File: config.mk
export PLATFORM = sky130hd
export DESIGN_NAME = dmem_bus_if_flat
export DESIGN_NICKNAME = d
export VERILOG_FILES = /design/src/rtl/dmem_bus_if_pkg.sv /design/src/rtl/dmem_bus_if_if.sv /design/src/rtl/dmem_bus_if_watchdog.sv /design/src/rtl/dmem_bus_if.sv /design/src/flat_wrapper.sv
export SDC_FILE = /design/constraint.sdc
export NUM_CORES = 1
export LEC_CHECK = 0
export BUFFER_PORTS_ARGS = -buffer_cell sky130_fd_sc_hd__buf_2
export CELL_PAD_IN_SITES_DETAIL_PLACEMENT = 1
export CELL_PAD_IN_SITES_GLOBAL_PLACEMENT = 2
export CORE_MARGIN = 2
export CORE_UTILIZATION = 28
export DETAILED_ROUTE_END_ITERATION = 8
export PLACE_DENSITY = 0.88
export RECOVER_POWER = 25
export SLEW_MARGIN = 20
export SYNTH_ARGS = -nofsm -noshare
export SYNTH_HDL_FRONTEND = slang
export SYNTH_HIERARCHICAL = 1
export SYNTH_SLANG_ARGS = --single-unit
File: constraint.sdc
create_clock -name clk -period 2.7 [get_ports clk]
set_input_delay 0.81 -clock clk [delete_from_list [all_inputs] [get_ports clk]]
set_output_delay 0.81 -clock clk [all_outputs]
set_load 0.1 [all_outputs]
File: src/rtl/dmem_bus_if_pkg.sv
// Shared core definitions: bus FSM state encoding,
// common constants and the pipeline stall vector width.
package mips_defines;

    localparam int          StallW   = 6;
    localparam logic [31:0] ZeroWord = 32'h0000_0000;

    typedef enum logic [1:0] {
        IDLE       = 2'b00,
        BUSY       = 2'b01,
        WAIT_STALL = 2'b10
    } bus_state_e;

endpackage

File: src/rtl/dmem_bus_if_if.sv
// Wishbone B4 classic signal bundle between the data-side
// bus interface (master) and the RAM / fabric (slave).
interface dmem_bus_if_if;

    logic [31:0] wb_adr_o;
    logic [31:0] wb_dat_o;
    logic [31:0] wb_dat_i;
    logic        wb_we_o;
    logic [3:0]  wb_sel_o;
    logic        wb_stb_o;
    logic        wb_cyc_o;
    logic        wb_ack_i;

    modport master (
        output wb_adr_o, wb_dat_o, wb_we_o, wb_sel_o,
        output wb_stb_o, wb_cyc_o,
        input  wb_dat_i, wb_ack_i
    );

    modport slave (
        input  wb_adr_o, wb_dat_o, wb_we_o, wb_sel_o,
        input  wb_stb_o, wb_cyc_o,
        output wb_dat_i, wb_ack_i
    );

endinterface

File: src/rtl/dmem_bus_if_watchdog.sv
// Bus watchdog: 8-bit cycle counter flagging the last
// allowed wait cycle of a bus transfer.
module bus_watchdog #(
    parameter int TIMEOUT = 16
) (
    input  logic clk,
    input  logic rst,
    input  logic clr_i,
    input  logic en_i,
    output logic expired_o
);

    localparam logic [7:0] Last = 8'(TIMEOUT - 1);

    logic [7:0] cnt_q, cnt_d;

    // Clear has priority over counting.
    always_comb begin
        cnt_d = cnt_q;
        if (clr_i) begin
            cnt_d = 8'd0;
        end else if (en_i) begin
            cnt_d = cnt_q + 8'd1;
        end
    end

    // Counter register.
    always_ff @(posedge clk or negedge rst) begin
        if (!rst) begin
            cnt_q <= 8'd0;
        end else begin
            cnt_q <= cnt_d;
        end
    end

    assign expired_o = (cnt_q == Last);

endmodule

File: src/rtl/dmem_bus_if.sv
// Data-side bus interface: turns MEM-stage requests into
// registered Wishbone classic cycles with stall/flush/timeout.
module dmem_bus_if
    import mips_defines::*;
#(
    parameter int TIMEOUT = 16
) (
    input  logic              clk,
    input  logic              rst,
    input  logic [StallW-1:0] stall_i,
    input  logic              flush_i,
    input  logic              cpu_ce_i,
    input  logic              cpu_we_i,
    input  logic [31:0]       cpu_addr_i,
    input  logic [3:0]        cpu_sel_i,
    input  logic [31:0]       cpu_data_i,
    output logic [31:0]       cpu_data_o,
    output logic              stallreq_o,
    output logic              err_o,
    dmem_bus_if_if.master     wb
);

    bus_state_e  state_q, state_d;
    logic [31:0] adr_q, adr_d;
    logic [31:0] dat_q, dat_d;
    logic [3:0]  sel_q, sel_d;
    logic        we_q, we_d;
    logic        cyc_q, cyc_d;
    logic        err_q, err_d;
    logic [31:0] rbuf_q, rbuf_d;
    logic        wd_clr, wd_en, expired;

    bus_watchdog #(.TIMEOUT(TIMEOUT)) u_wd (
        .clk       (clk),
        .rst       (rst),
        .clr_i     (wd_clr),
        .en_i      (wd_en),
        .expired_o (expired)
    );

    // Next-state and bus register update.
    always_comb begin
        state_d = state_q;
        adr_d   = adr_q;
        dat_d   = dat_q;
        sel_d   = sel_q;
        we_d    = we_q;
        cyc_d   = cyc_q;
        err_d   = 1'b0;
        rbuf_d  = rbuf_q;
        wd_clr  = 1'b0;
        wd_en   = 1'b0;
        case (state_q)
            IDLE: begin
                if (cpu_ce_i && !flush_i) begin
                    adr_d   = cpu_addr_i;
                    dat_d   = cpu_data_i;
                    sel_d   = cpu_sel_i;
                    we_d    = cpu_we_i;
                    cyc_d   = 1'b1;
                    wd_clr  = 1'b1;
                    state_d = BUSY;
                end
            end
            BUSY: begin
                if (flush_i || wb.wb_ack_i || expired) begin
                    adr_d   = ZeroWord;
                    dat_d   = ZeroWord;
                    sel_d   = 4'h0;
                    we_d    = 1'b0;
                    cyc_d   = 1'b0;
                    state_d = IDLE;
                    if (!flush_i && wb.wb_ack_i) begin
                        if (!we_q) begin
                            rbuf_d = wb.wb_dat_i;
                        end
                        if (stall_i != '0) begin
                            state_d = WAIT_STALL;
                        end
                    end else if (!flush_i) begin
                        err_d = 1'b1;
                    end
                end else begin
                    wd_en = 1'b1;
                end
            end
            WAIT_STALL: begin
                if (stall_i == '0) begin
                    state_d = IDLE;
                end
            end
            default: state_d = IDLE;
        endcase
    end

    // State, bus and read-buffer registers.
    always_ff @(posedge clk or negedge rst) begin
        if (!rst) begin
            state_q <= IDLE;
            adr_q   <= ZeroWord;
            dat_q   <= ZeroWord;
            sel_q   <= 4'h0;
            we_q    <= 1'b0;
            cyc_q   <= 1'b0;
            err_q   <= 1'b0;
            rbuf_q  <= ZeroWord;
        end else begin
            state_q <= state_d;
            adr_q   <= adr_d;
            dat_q   <= dat_d;
            sel_q   <= sel_d;
            we_q    <= we_d;
            cyc_q   <= cyc_d;
            err_q   <= err_d;
            rbuf_q  <= rbuf_d;
        end
    end

    // Stall request and load data toward the MEM stage.
    always_comb begin
        stallreq_o = 1'b0;
        cpu_data_o = ZeroWord;
        case (state_q)
            IDLE: begin
                stallreq_o = cpu_ce_i & ~flush_i;
            end
            BUSY: begin
                stallreq_o = ~wb.wb_ack_i & ~flush_i & ~expired;
                if (wb.wb_ack_i && !flush_i && !we_q) begin
                    cpu_data_o = wb.wb_dat_i;
                end
            end
            WAIT_STALL: begin
                cpu_data_o = rbuf_q;
            end
            default: ;
        endcase
    end

    assign err_o       = err_q;
    assign wb.wb_adr_o = adr_q;
    assign wb.wb_dat_o = dat_q;
    assign wb.wb_sel_o = sel_q;
    assign wb.wb_we_o  = we_q;
    assign wb.wb_stb_o = cyc_q;
    assign wb.wb_cyc_o = cyc_q;

endmodule
File: src/flat_wrapper.sv
// flat-port wrapper written by rule: the top's interface ports become plain ports
module dmem_bus_if_flat import mips_defines::*;
#(
    parameter int TIMEOUT = 16
)
  (clk, rst, stall_i, flush_i, cpu_ce_i, cpu_we_i, cpu_addr_i, cpu_sel_i, cpu_data_i, cpu_data_o, stallreq_o, err_o, wb_wb_adr_o, wb_wb_dat_o, wb_wb_we_o, wb_wb_sel_o, wb_wb_stb_o, wb_wb_cyc_o, wb_wb_dat_i, wb_wb_ack_i);
  dmem_bus_if_if wb_i ();
  input  logic clk;
  input  logic rst;
  input  logic [StallW-1:0] stall_i;
  input  logic flush_i;
  input  logic cpu_ce_i;
  input  logic cpu_we_i;
  input  logic [31:0] cpu_addr_i;
  input  logic [3:0] cpu_sel_i;
  input  logic [31:0] cpu_data_i;
  output logic [31:0] cpu_data_o;
  output logic stallreq_o;
  output logic err_o;
  output wire logic [$bits(wb_i.wb_adr_o)-1:0] wb_wb_adr_o;
  output wire logic [$bits(wb_i.wb_dat_o)-1:0] wb_wb_dat_o;
  output wire logic [$bits(wb_i.wb_we_o)-1:0] wb_wb_we_o;
  output wire logic [$bits(wb_i.wb_sel_o)-1:0] wb_wb_sel_o;
  output wire logic [$bits(wb_i.wb_stb_o)-1:0] wb_wb_stb_o;
  output wire logic [$bits(wb_i.wb_cyc_o)-1:0] wb_wb_cyc_o;
  input wire logic [$bits(wb_i.wb_dat_i)-1:0] wb_wb_dat_i;
  input wire logic [$bits(wb_i.wb_ack_i)-1:0] wb_wb_ack_i;
  assign wb_wb_adr_o = wb_i.wb_adr_o;
  assign wb_wb_dat_o = wb_i.wb_dat_o;
  assign wb_wb_we_o = wb_i.wb_we_o;
  assign wb_wb_sel_o = wb_i.wb_sel_o;
  assign wb_wb_stb_o = wb_i.wb_stb_o;
  assign wb_wb_cyc_o = wb_i.wb_cyc_o;
  assign wb_i.wb_dat_i = wb_wb_dat_i;
  assign wb_i.wb_ack_i = wb_wb_ack_i;
  dmem_bus_if #(.TIMEOUT(TIMEOUT)) u_core (.clk(clk), .rst(rst), .stall_i(stall_i), .flush_i(flush_i), .cpu_ce_i(cpu_ce_i), .cpu_we_i(cpu_we_i), .cpu_addr_i(cpu_addr_i), .cpu_sel_i(cpu_sel_i), .cpu_data_i(cpu_data_i), .cpu_data_o(cpu_data_o), .stallreq_o(stallreq_o), .err_o(err_o), .wb(wb_i));
endmodule
==> reports/qor.csv <==
metric,value,unit
status,"complete, but fails checks",
violations,"capacitance limit, slew limit, setup timing",
synth_top_family_by_area,compound AO/OA/AOI/OAI gates,
syn_nets,551,
min_period_over_period,110.0,%
grt_use_met3,5.556,%
cpMaxStageDelayCell,dfrtp_1,
timing.final.ws_setup,-0.2695,ns
maxCapViolCount,1,
clk_pin_slew,0.06,ns
cp.required,1.89,ns
area_growth,74.98,%
num_vias,4406,
cts.sinks,113,
rsz0062_at_grt,yes,
num_rows,47,
placed_area,7211,sq um
muxShareOfSynthArea,0.2105,%
worstHoldStart,u_core/rbuf_q[2],
overflow,0,
ys_seq_area_share,59.46,%
core,16580,sq um
clk_latency,0.41,ns
fin_nets,817,
instances_no_fill,935,
setup_viol,33,
synth_simple_gate_area_share,14.39,%
timing.fmax,336.8,MHz
use_met2,32.96,%
timing.rr.start,u_core/u_wd/cnt_q[0],
top_usage_layer,met2,
ant_nets,0,
syn_avg_cell_area,10.93,sq um
ys.warnings.count,6,
grt_pass1_vias,4952,
startpoint_type,register,
synth_seq_cells,113,
r2r_slack,0.40,ns
synthXorXnorAreaFrac,0.7366,%
path_class,register to output port,
regArea,2829,sq um
worst_ep_arrival_time,2.16,ns
fp.dieH,134.3,um
skew,0.01390,ns
synthAdderAreaFrac,1.052,%
io_pins,217,
worst-slew-pin-transition,1.875,ns
hold_class,register to register,
fin_area,8322,sq um
htree_levels,4,
worstSetupEndpointType,output port,
post-route-min-period,2.970,ns
nFillCells,1813,
wl_per_cell,17.82,um
path_cells,"inv_2, ha_4, nor4bb_4, buf_4, buf_6, buf_16, nand2_4, a21boi_4, buf_12",
cp_max_fo,8,
timing.rr.end,u_core/u_wd/cnt_q[5],
die_x,134.3,um
ctsHoldBuffers,0,
cpPeakStageDelay,0.39,ns
hold_violations,0,
start_util,28.68,%
grt.met1_usage,22.36,%
firstDrtPassIters,4,
multiInputGateArea,2426,sq um
drc_errors,0,
grt_max_degree,71,
cts_tree,yes,
antenna_found_initial,1,
synth_area,4756,sq um
cts-root-buf,clkbuf_16,
dieArea,18040,sq um
track_usage,18.82,%
gp_congestion,0.7748,
report.final.slew_viol_count,35,
final_util,50.18,%
clock_path_buffers,2,
post-dp-hpwl,11.23,mm
grt_pass1_wl,26.58,mm
synth_compound_area_share,19.84,%
finalSetupTns,-7.519,ns
via_per_inst,4.712,
drtIter0Drc,122,
drt-total-wl,16.66,mm
dp.cells,881,
drive_above_1_share,53.78,%
numCtsBuffers,17,
critPathLaunch,u_core/state_q[1],
synthCells,435,
rr_worst_depth,9,
hold_depth,2,
worstHoldEndpoint,u_core/rbuf_q[2],
slew_headroom,-25.01,%
synth.distinct_cells,36,
portBuffers,216,
-- cells in the final DEF, fill, tap and decap left out, drive strengths merged, types with 3 or more instances in the layout --
cell type  instances
buf              278
nand2            130
dfrtp            113
a22o              69
a21boi            32
clkbuf            22
nor2               7
inv                7
clkinvlp           5
o21ai              5
nand4              5
ha                 4
nor2b              3
xor2               3
or3                3
a21oi              3
clkinv             3
-- per-stage QoR --
stage / worst slack (ns) / hold WS, ns
after global placement: -0.1044 / 0.4570
after detailed placement: -0.1462 / 0.4647
after floorplan: -0.2027 / 0.4464
final: -0.2695 / 0.4725
after global routing: -0.3799 / 0.5002
after CTS: -0.2245 / 0.3572
-- critical path, delay by kind of cell (launching register included) --
| kind | cells | cell delay (ns) |
|---|---|---|
| AO/OA/AOI/OAI | 1 | 0.18 |
| AND/OR/NAND/NOR | 2 | 0.27 |
| flip-flops | 1 | 0.39 |
| adder cells (fa/ha/maj) | 1 | 0.13 |
| buffers and inverters | 5 | 0.77 |
-- how the worst max path moves through the flow --
stage / to / slack, ns / cells after the start
5_1_grt: cpu_data_o[27] / -0.38 / 9
3_5_place_dp: cpu_data_o[13] / -0.15 / 6
6_report: cpu_data_o[27] / -0.27 / 9
2_1_floorplan: cpu_data_o[0] / -0.20 / 5
4_1_cts: cpu_data_o[16] / -0.22 / 9
3_3_place_gp: cpu_data_o[29] / -0.10 / 6
-- final cells by class --
type / count / area share [%]
inverter: 5 / 0.2255
clock inverter: 12 / 1.609
clock buffer: 20 / 5.368
multi-input combinational: 284 / 29.15
antenna: 1 / 0.03007
tap: 220 / 3.308
timing repair buffer: 280 / 26.31
sequential: 113 / 33.99
-- kinds of logic (layout without fill, tap and decap cells) --
kind of cell / count (synthesis) / count (layout)
muxes: 1 / 1
DFF: 113 / 113
other: 0 / 1
and+or+nand+nor: 160 / 160
AOI/OAI and AO/OA: 115 / 115
adders and majority gates: 4 / 4
xor gates and xnor gates: 4 / 4
buffers and inverters: 38 / 317
-- what timing repair did --
action                                  CTS  global route
setup buffers                            11             8
gates cloned                              3             0
endpoints found under the setup margin   33            33
pin swaps                                17            32
resized for setup                        53            24
-- metal layers --
metal	up-vias	part of all wire [%]
met3	16	6.5
met5	-	0
met4	0	1.1
li1	2050	-
met2	156	52
met1	2184	40
-- sequential cells by signal (all words and copies together) (netlist names) --
signal and cells:
u_core/rbuf_q 32, u_core/state_q 2, u_core/wb.wb_cyc_o 1, u_core/wb.wb_adr_o 32, u_core/err_o 1, u_core/wb.wb_dat_o 32
u_core/wb.wb_sel_o 4, u_core/wb.wb_we_o 1, u_core/u_wd/cnt_q 8
-- cell usage after synthesis, drive strengths merged --
cell type,n,area (sq um)
ha,4,50.05
buf,14,115.1
nand3b,2,15.01
nand4,5,37.53
a2111oi,1,8.760
nor4,2,12.51
xor2,3,26.28
nor3b,1,7.510
a22o,69,604.3
dfrtp,113,2828
or3,3,18.77
nand4b,1,8.760
a21boi,32,240.2
o21ai,5,36.29
a2bb2oi,1,8.760
nor4bb,2,20.02
o211ai,1,7.510
a21o,1,7.510
a31oi,1,6.260
or4b,1,10.01
nand3,2,10.01
a21oi,3,15.01
or4bb,1,11.26
nor2b,3,18.77
a211o,1,8.760
nor2,7,26.28
nand2,130,488.0
mux2i,1,10.01
clkbuf,19,71.32
xnor2,1,8.760
inv,5,18.77
Power is not shown: default switching activity piles up to over one toggle a cycle in this logic, so the estimate is an artifact.
